### src/rtl/sc_game_pkg.sv
// sc_game_pkg: board width, player FSM states and one-hot helper shared by the game blocks
package sc_game_pkg;
  localparam int BOARD_WIDTH = 8;
  typedef enum logic [1:0] {PLAY = 2'd0, HIT = 2'd1, RESPAWN = 2'd2} state_t;
  function automatic logic [63:0] oneHot(input int idx);
    return 64'd1 << idx;
  endfunction
endpackage

### src/rtl/sc_posjug2_shifter_if.sv
// sc_posjug2_shifter_if: button/tick/hit inputs and position/blink/restart outputs of the player-2 shifter
interface sc_posjug2_shifter_if #(parameter int DATAWIDTH = sc_game_pkg::BOARD_WIDTH);
  logic SC_POSJUG2_btnLeft_In;
  logic SC_POSJUG2_btnRight_In;
  logic SC_POSJUG2_tick_In;
  logic SC_POSJUG2_hit_In;
  logic [DATAWIDTH-1:0] SC_POSJUG2_posjug2_OutBUS;
  logic SC_POSJUG2_blank_Out;
  logic SC_POSJUG2_restart_Out;
  modport master (
    output SC_POSJUG2_btnLeft_In, SC_POSJUG2_btnRight_In, SC_POSJUG2_tick_In, SC_POSJUG2_hit_In,
    input  SC_POSJUG2_posjug2_OutBUS, SC_POSJUG2_blank_Out, SC_POSJUG2_restart_Out
  );
  modport slave (
    input  SC_POSJUG2_btnLeft_In, SC_POSJUG2_btnRight_In, SC_POSJUG2_tick_In, SC_POSJUG2_hit_In,
    output SC_POSJUG2_posjug2_OutBUS, SC_POSJUG2_blank_Out, SC_POSJUG2_restart_Out
  );
endinterface

### src/rtl/sc_edge_detect.sv
// sc_edge_detect: rising-edge detector; previous value resets to 1 so a level held through reset is not an edge
module sc_edge_detect (
  input  logic clk,
  input  logic rstN,
  input  logic btn,
  output logic rise
);
  logic prev;
  always_ff @(posedge clk or negedge rstN)
    if (!rstN) prev <= 1'b1;
    else prev <= btn;
  assign rise = btn & ~prev;
endmodule

### src/rtl/sc_posjug2_shifter.sv
// sc_posjug2_shifter: one-hot player-2 position driven by button edges, frozen and blinking after a collision
module sc_posjug2_shifter
  import sc_game_pkg::*;
#(
  parameter int DATAWIDTH   = BOARD_WIDTH,
  parameter int START_INDEX = 4,
  parameter int HIT_TICKS   = 6
) (
  input  logic SC_POSJUG2_CLOCK_50,
  input  logic SC_POSJUG2_RESET_InLow,
  sc_posjug2_shifter_if.slave bus
);
  localparam int CW = $clog2(HIT_TICKS + 1);
  localparam logic [63:0] START_WIDE = oneHot(START_INDEX);
  localparam logic [DATAWIDTH-1:0] START_POS = START_WIDE[DATAWIDTH-1:0];
  logic clk, rstN, riseL, riseR, pendL, pendR, blank, restart;
  logic [DATAWIDTH-1:0] pos;
  logic [CW-1:0] cnt;
  state_t state;
  assign clk  = SC_POSJUG2_CLOCK_50;
  assign rstN = SC_POSJUG2_RESET_InLow;
  sc_edge_detect edgeL (.clk(clk), .rstN(rstN), .btn(bus.SC_POSJUG2_btnLeft_In),  .rise(riseL));
  sc_edge_detect edgeR (.clk(clk), .rstN(rstN), .btn(bus.SC_POSJUG2_btnRight_In), .rise(riseR));
  always_ff @(posedge clk or negedge rstN) begin
    if (!rstN) begin
      state   <= PLAY;
      pos     <= START_POS;
      cnt     <= '0;
      pendL   <= 1'b0;
      pendR   <= 1'b0;
      blank   <= 1'b0;
      restart <= 1'b0;
    end else begin
      restart <= 1'b0;
      case (state)
        PLAY:
          if (bus.SC_POSJUG2_hit_In) begin
            state <= HIT;
            cnt   <= CW'(HIT_TICKS);
            pendL <= 1'b0;
            pendR <= 1'b0;
          end else if (bus.SC_POSJUG2_tick_In) begin
            // saturating move; an edge seen on this tick waits for the next one
            if (pendL && !pendR && !pos[DATAWIDTH-1]) pos <= pos << 1;
            else if (pendR && !pendL && !pos[0]) pos <= pos >> 1;
            pendL <= riseL;
            pendR <= riseR;
          end else begin
            pendL <= pendL | riseL;
            pendR <= pendR | riseR;
          end
        HIT:
          if (bus.SC_POSJUG2_tick_In) begin
            cnt <= cnt - CW'(1);
            if (cnt == CW'(1)) begin
              state   <= RESPAWN;
              pos     <= START_POS;
              blank   <= 1'b0;
              restart <= 1'b1;
            end else blank <= ~blank;
          end
        default: state <= PLAY;
      endcase
    end
  end
  assign bus.SC_POSJUG2_posjug2_OutBUS = pos;
  assign bus.SC_POSJUG2_blank_Out      = blank;
  assign bus.SC_POSJUG2_restart_Out    = restart;
endmodule

### src/flat_wrapper.sv
// flat-port wrapper written by rule: the top's interface ports become plain ports
module sc_posjug2_shifter_flat import sc_game_pkg::*;
#(
  parameter int DATAWIDTH   = BOARD_WIDTH,
  parameter int START_INDEX = 4,
  parameter int HIT_TICKS   = 6
)
  (SC_POSJUG2_CLOCK_50, SC_POSJUG2_RESET_InLow, bus_SC_POSJUG2_btnLeft_In, bus_SC_POSJUG2_btnRight_In, bus_SC_POSJUG2_tick_In, bus_SC_POSJUG2_hit_In, bus_SC_POSJUG2_posjug2_OutBUS, bus_SC_POSJUG2_blank_Out, bus_SC_POSJUG2_restart_Out);
  sc_posjug2_shifter_if #(.DATAWIDTH(DATAWIDTH)) bus_i ();
  input  logic SC_POSJUG2_CLOCK_50;
  input  logic SC_POSJUG2_RESET_InLow;
  input wire logic [$bits(bus_i.SC_POSJUG2_btnLeft_In)-1:0] bus_SC_POSJUG2_btnLeft_In;
  input wire logic [$bits(bus_i.SC_POSJUG2_btnRight_In)-1:0] bus_SC_POSJUG2_btnRight_In;
  input wire logic [$bits(bus_i.SC_POSJUG2_tick_In)-1:0] bus_SC_POSJUG2_tick_In;
  input wire logic [$bits(bus_i.SC_POSJUG2_hit_In)-1:0] bus_SC_POSJUG2_hit_In;
  output wire logic [$bits(bus_i.SC_POSJUG2_posjug2_OutBUS)-1:0] bus_SC_POSJUG2_posjug2_OutBUS;
  output wire logic [$bits(bus_i.SC_POSJUG2_blank_Out)-1:0] bus_SC_POSJUG2_blank_Out;
  output wire logic [$bits(bus_i.SC_POSJUG2_restart_Out)-1:0] bus_SC_POSJUG2_restart_Out;
  assign bus_i.SC_POSJUG2_btnLeft_In = bus_SC_POSJUG2_btnLeft_In;
  assign bus_i.SC_POSJUG2_btnRight_In = bus_SC_POSJUG2_btnRight_In;
  assign bus_i.SC_POSJUG2_tick_In = bus_SC_POSJUG2_tick_In;
  assign bus_i.SC_POSJUG2_hit_In = bus_SC_POSJUG2_hit_In;
  assign bus_SC_POSJUG2_posjug2_OutBUS = bus_i.SC_POSJUG2_posjug2_OutBUS;
  assign bus_SC_POSJUG2_blank_Out = bus_i.SC_POSJUG2_blank_Out;
  assign bus_SC_POSJUG2_restart_Out = bus_i.SC_POSJUG2_restart_Out;
  sc_posjug2_shifter #(.DATAWIDTH(DATAWIDTH), .START_INDEX(START_INDEX), .HIT_TICKS(HIT_TICKS)) u_core (.SC_POSJUG2_CLOCK_50(SC_POSJUG2_CLOCK_50), .SC_POSJUG2_RESET_InLow(SC_POSJUG2_RESET_InLow), .bus(bus_i));
endmodule
### config.mk
export PLATFORM = sky130hd
export DESIGN_NAME = sc_posjug2_shifter_flat
export DESIGN_NICKNAME = d
export VERILOG_FILES = /design/src/rtl/sc_game_pkg.sv /design/src/rtl/sc_posjug2_shifter_if.sv /design/src/rtl/sc_edge_detect.sv /design/src/rtl/sc_posjug2_shifter.sv /design/src/flat_wrapper.sv
export SDC_FILE = /design/constraint.sdc
export NUM_CORES = 1
export LEC_CHECK = 0
export BUFFER_PORTS_ARGS = -buffer_cell sky130_fd_sc_hd__clkbuf_2
export CORE_AREA = 2 2 47 49
export DETAILED_ROUTE_END_ITERATION = 10
export DIE_AREA = 0 0 49 51
export GPL_ROUTABILITY_DRIVEN = 0
export PLACE_DENSITY = 0.77
export SLEW_MARGIN = 20
export SYNTH_ARGS = -nofsm -noshare
export SYNTH_HDL_FRONTEND = slang
export SYNTH_SLANG_ARGS = --single-unit
### constraint.sdc
create_clock -name SC_POSJUG2_CLOCK_50 -period 1.8 [get_ports SC_POSJUG2_CLOCK_50]
set_input_delay 0.36 -clock SC_POSJUG2_CLOCK_50 [delete_from_list [all_inputs] [get_ports SC_POSJUG2_CLOCK_50]]
set_output_delay 0.36 -clock SC_POSJUG2_CLOCK_50 [all_outputs]
set_load 0.005 [all_outputs]
==> metrics <==
run status=complete, but fails checks; failing checks=hold timing; maximum level of the CTS H-tree=1; worst-case headroom to the max-slew limit=70.53%; TritonCTS Sinks=19; setup ws final=between 0.09 and 0.1 ns; type of the worst setup path=flip-flop to flip-flop; DRC violation total after the first TritonRoute iteration=19; share of synthesized area occupied by flip-flops and latches=roughly half; gr ovfl total=0; global-route usage over all layers=16.51%; area added between synthesis and finish=17.84%; longest individual stage delay on the worst path=slightly below 0.4 ns; switching power=around 0.59 mW; number of endpoints with negative hold slack in the final report=16; Final #Nets=between 100 and 150; Final Instance Count excl. Fillers=approximately 130; library cell contributing the largest single delay on the critical path=sky130_fd_sc_hd__dfrtp_1; nature of the critical path startpoint=flip-flop; via count=~690; number of design rule violations left after detail routing=0; Max Fclk=roughly 0.59 GHz; detail-routed net length per standard cell=13.31 microns; final worst path period need=about 1.7 ns; number of placed I/O pins=16; largest net degree at the start of global routing=20; Yosys top cell by area=sky130_fd_sc_hd__dfrtp_1; Worst VDD drop=677.7 uV; pre-CTS WS=roughly 0.025 ns; internal power=around 1 mW; Syn Nets=90; 1st-pass router iterations=4; Pins Over Slew Limit=0; Clk pwr share=13.2%; number of global-route vias before repair=648; Placed Cells=roughly 130; flop-to-flop setup slack=0.1 ns; Synth Flop Type=sky130_fd_sc_hd__dfrtp_1; r2r startpoint=u_core.cnt[1]; Worst Path Max Fanout=8; top-count cell post-synth=sky130_fd_sc_hd__dfrtp_1; CORE AREA=slightly above 2000 sq um; path class of the lowest-slack min-delay path=primary input to asynchronous set/reset pin; Cells after Synth=82; clock-pin slew reported for the worst setup and hold paths after clock tree synthesis=around 0.10 ns; Tcrit/Tclk final=approximately 95%; fraction of post-synthesis cell area in the top cell type by area=43.24%; total half-perimeter wirelength after legalization and detailed placement=1.329 mm; proportion of total power due to net switching=a little under two fifths; TritonCTS clock tree=built; EDFF count, synth=0; post-synthesis cell area=a little over 900 sq um; fraction of registers with async set or reset after synthesis=100.0%; WHS=-0.01314 ns; final count of negative-setup-slack endpoints=0; number of vias per cell=approximately 5.2; transition time at the pin with the least slew margin=between 0.4 and 0.5 ns; R2R Path End=u_core.bus.SC_POSJUG2_posjug2_OutBUS[1]; count of buffers from port buffering=15; initial antenna violation count=0; wire length reported by the detailed router=approximately 1.8 mm; height of the chip=between 50 and 60 microns; # fillers=~190; required time reported for the critical path endpoint=between 1.5 and 2 ns; length in cells of the worst reg-to-reg path=7; top area cells in the synthesized netlist=sky130_fd_sc_hd__dfrtp_1 43%, sky130_fd_sc_hd__dfstp_2 8.5%, sky130_fd_sc_hd__mux2_2 6.1%; cell family with most CP delay=flip-flops; Root Buffer=sky130_fd_sc_hd__clkbuf_4; Distinct cells, synth=29; flip-flop and latch count after synthesis=19; leakage component of the power=around 0.53 nW; ordered cell list for the critical path=inv_1 -> ha_1 -> nor2b_2 -> a21oi_1 -> a211oi_4 -> buf_6 -> mux2_2; fraction of layout cells with a size suffix above 1=between 30% and 40%; Data arrival, critical path=roughly 1.9 ns; area of the die=2499 sq um; sequential cell area=479.2 sq um; wire length of the first global-routing pass=~3.1 mm; combined area of the multi-input logic cells=between 300 and 400 sq um; Sequential Power Share=between 40% and 50%; clock network latency to the later pin of the worst-skew pair=0.29 ns; number of buffers between clock root and the deepest sink=2; number of buffer and inverter instances along the worst setup path=2; share of total power in combinational logic=slightly above 40%; starting utilization of the core area=around 45%; Die Width=approximately 49 microns; Worst Clk Skew=roughly 0.0013 ns; warning count from the yosys run=0; post-route antenna net violation count=0; number of inserted diodes=0; post-synthesis average cell area=11.29 sq um; synth cell count leaders=16 x sky130_fd_sc_hd__dfrtp_1, 10 x sky130_fd_sc_hd__inv_1, 5 x sky130_fd_sc_hd__a21oi_1, 5 x sky130_fd_sc_hd__mux2_2; power density over the cells=1455 nW/um^2; sort of element at the end of the critical path=flip-flop; CTS buffer count=3; max cap viols=0; Placement Rows=17
-- worst max-delay path by stage --
stage                              from                                      end  slack (ns)  cells past startpoint
after floorplan           u_core.cnt[1]  u_core.bus.SC_POSJUG2_posjug2_OutBUS[1]        0.03                      6
after global placement    u_core.cnt[1]  u_core.bus.SC_POSJUG2_posjug2_OutBUS[1]        0.10                      7
after detailed placement  u_core.cnt[1]  u_core.bus.SC_POSJUG2_posjug2_OutBUS[1]        0.03                      7
after CTS                 u_core.cnt[1]  u_core.bus.SC_POSJUG2_posjug2_OutBUS[1]       0.005                      7
after global routing      u_core.cnt[1]  u_core.bus.SC_POSJUG2_posjug2_OutBUS[1]      -0.006                      7
final                     u_core.cnt[1]  u_core.bus.SC_POSJUG2_posjug2_OutBUS[1]         0.1                      7
-- repair_timing --
action,in CTS,in global routing
resized for setup,0,2
hold buffers,0,0
setup buffers,0,1
endpoints found under the setup margin,0,5
-- metrics by stage --
step | instance area, sq um | total power, mW | TNS (ns) | util, % | hold slack, ns
finish | 1091 | 1.588 | 0 | 52.88 | -0.01314
global route | 1091 | 1.717 | -0.005802 | 52.88 | 0.01303
CTS | 1077 | 1.587 | 0 | 52.21 | 0.0008789
detailed placement | 1051 | 1.372 | 0 | 50.94 | 0.3270
global placement | 1051 | 1.331 | 0 | 50.94 | 0.3288
floorplan | 925.9 | 1.148 | 0 | - | 0.06441
-- cells by family after synthesis --
group	after synthesis	synth area share, %
AND/OR/NAND/NOR	21	13.51
AO/OA/AOI/OAI	19	15.95
flip-flops	19	51.76
buffers and inverters	12	5.676
multiplexers	9	10.41
adder cells (fa/ha/maj)	2	2.702
-- state kept, by name, summed over array words and instances (netlist names) --
| register | flops |
|---|---|
| u_core.bus.SC_POSJUG2_blank_Out | 1 |
| u_core.bus.SC_POSJUG2_posjug2_OutBUS | 8 |
| u_core.bus.SC_POSJUG2_restart_Out | 1 |
| u_core.cnt | 3 |
| u_core.edgeL.prev | 1 |
| u_core.edgeR.prev | 1 |
| u_core.pendL | 1 |
| u_core.pendR | 1 |
| u_core.state | 2 |
-- power groups by stage --
stage	combinational (mW)	sequential (mW)	clock, mW
2_1_floorplan	0.443	0.705	0
3_3_place_gp	0.605	0.726	0
3_5_place_dp	0.636	0.737	0
4_1_cts	0.641	0.732	0.215
5_1_grt	0.731	0.754	0.232
6_report	0.645	0.733	0.210
-- cells in the final DEF (no fill, tap or decap), drive strengths merged, types with 2 or more instances in the layout --
master and count:
clkbuf 19, dfrtp 16, inv 10, a21oi 5, mux2 5, buf 5
a22o 4, nand2 4, mux2i 4, nor3 4, dfstp 3, nor2 3
and3 2, a22oi 2, a32o 2, ha 2, nor2b 2
-- layer usage --
metal  wire [microns]  track usage (%)  vias to the layer above
met2              867            25.80                       27
met5                0                0                        -
li1                 -                -                      328
met3               82            2.339                        7
met4               39            9.524                        0
met1              767            22.10                      326
-- area by class of cell --
type | count | area share (%)
multi-input combinational | 51 | 36.35
inverter | 10 | 3.440
sequential | 19 | 43.92
clock buffer | 4 | 2.408
tap | 28 | 3.211
timing repair buffer | 20 | 10.67
No activity file was read; power rests on OpenSTA's default activity.
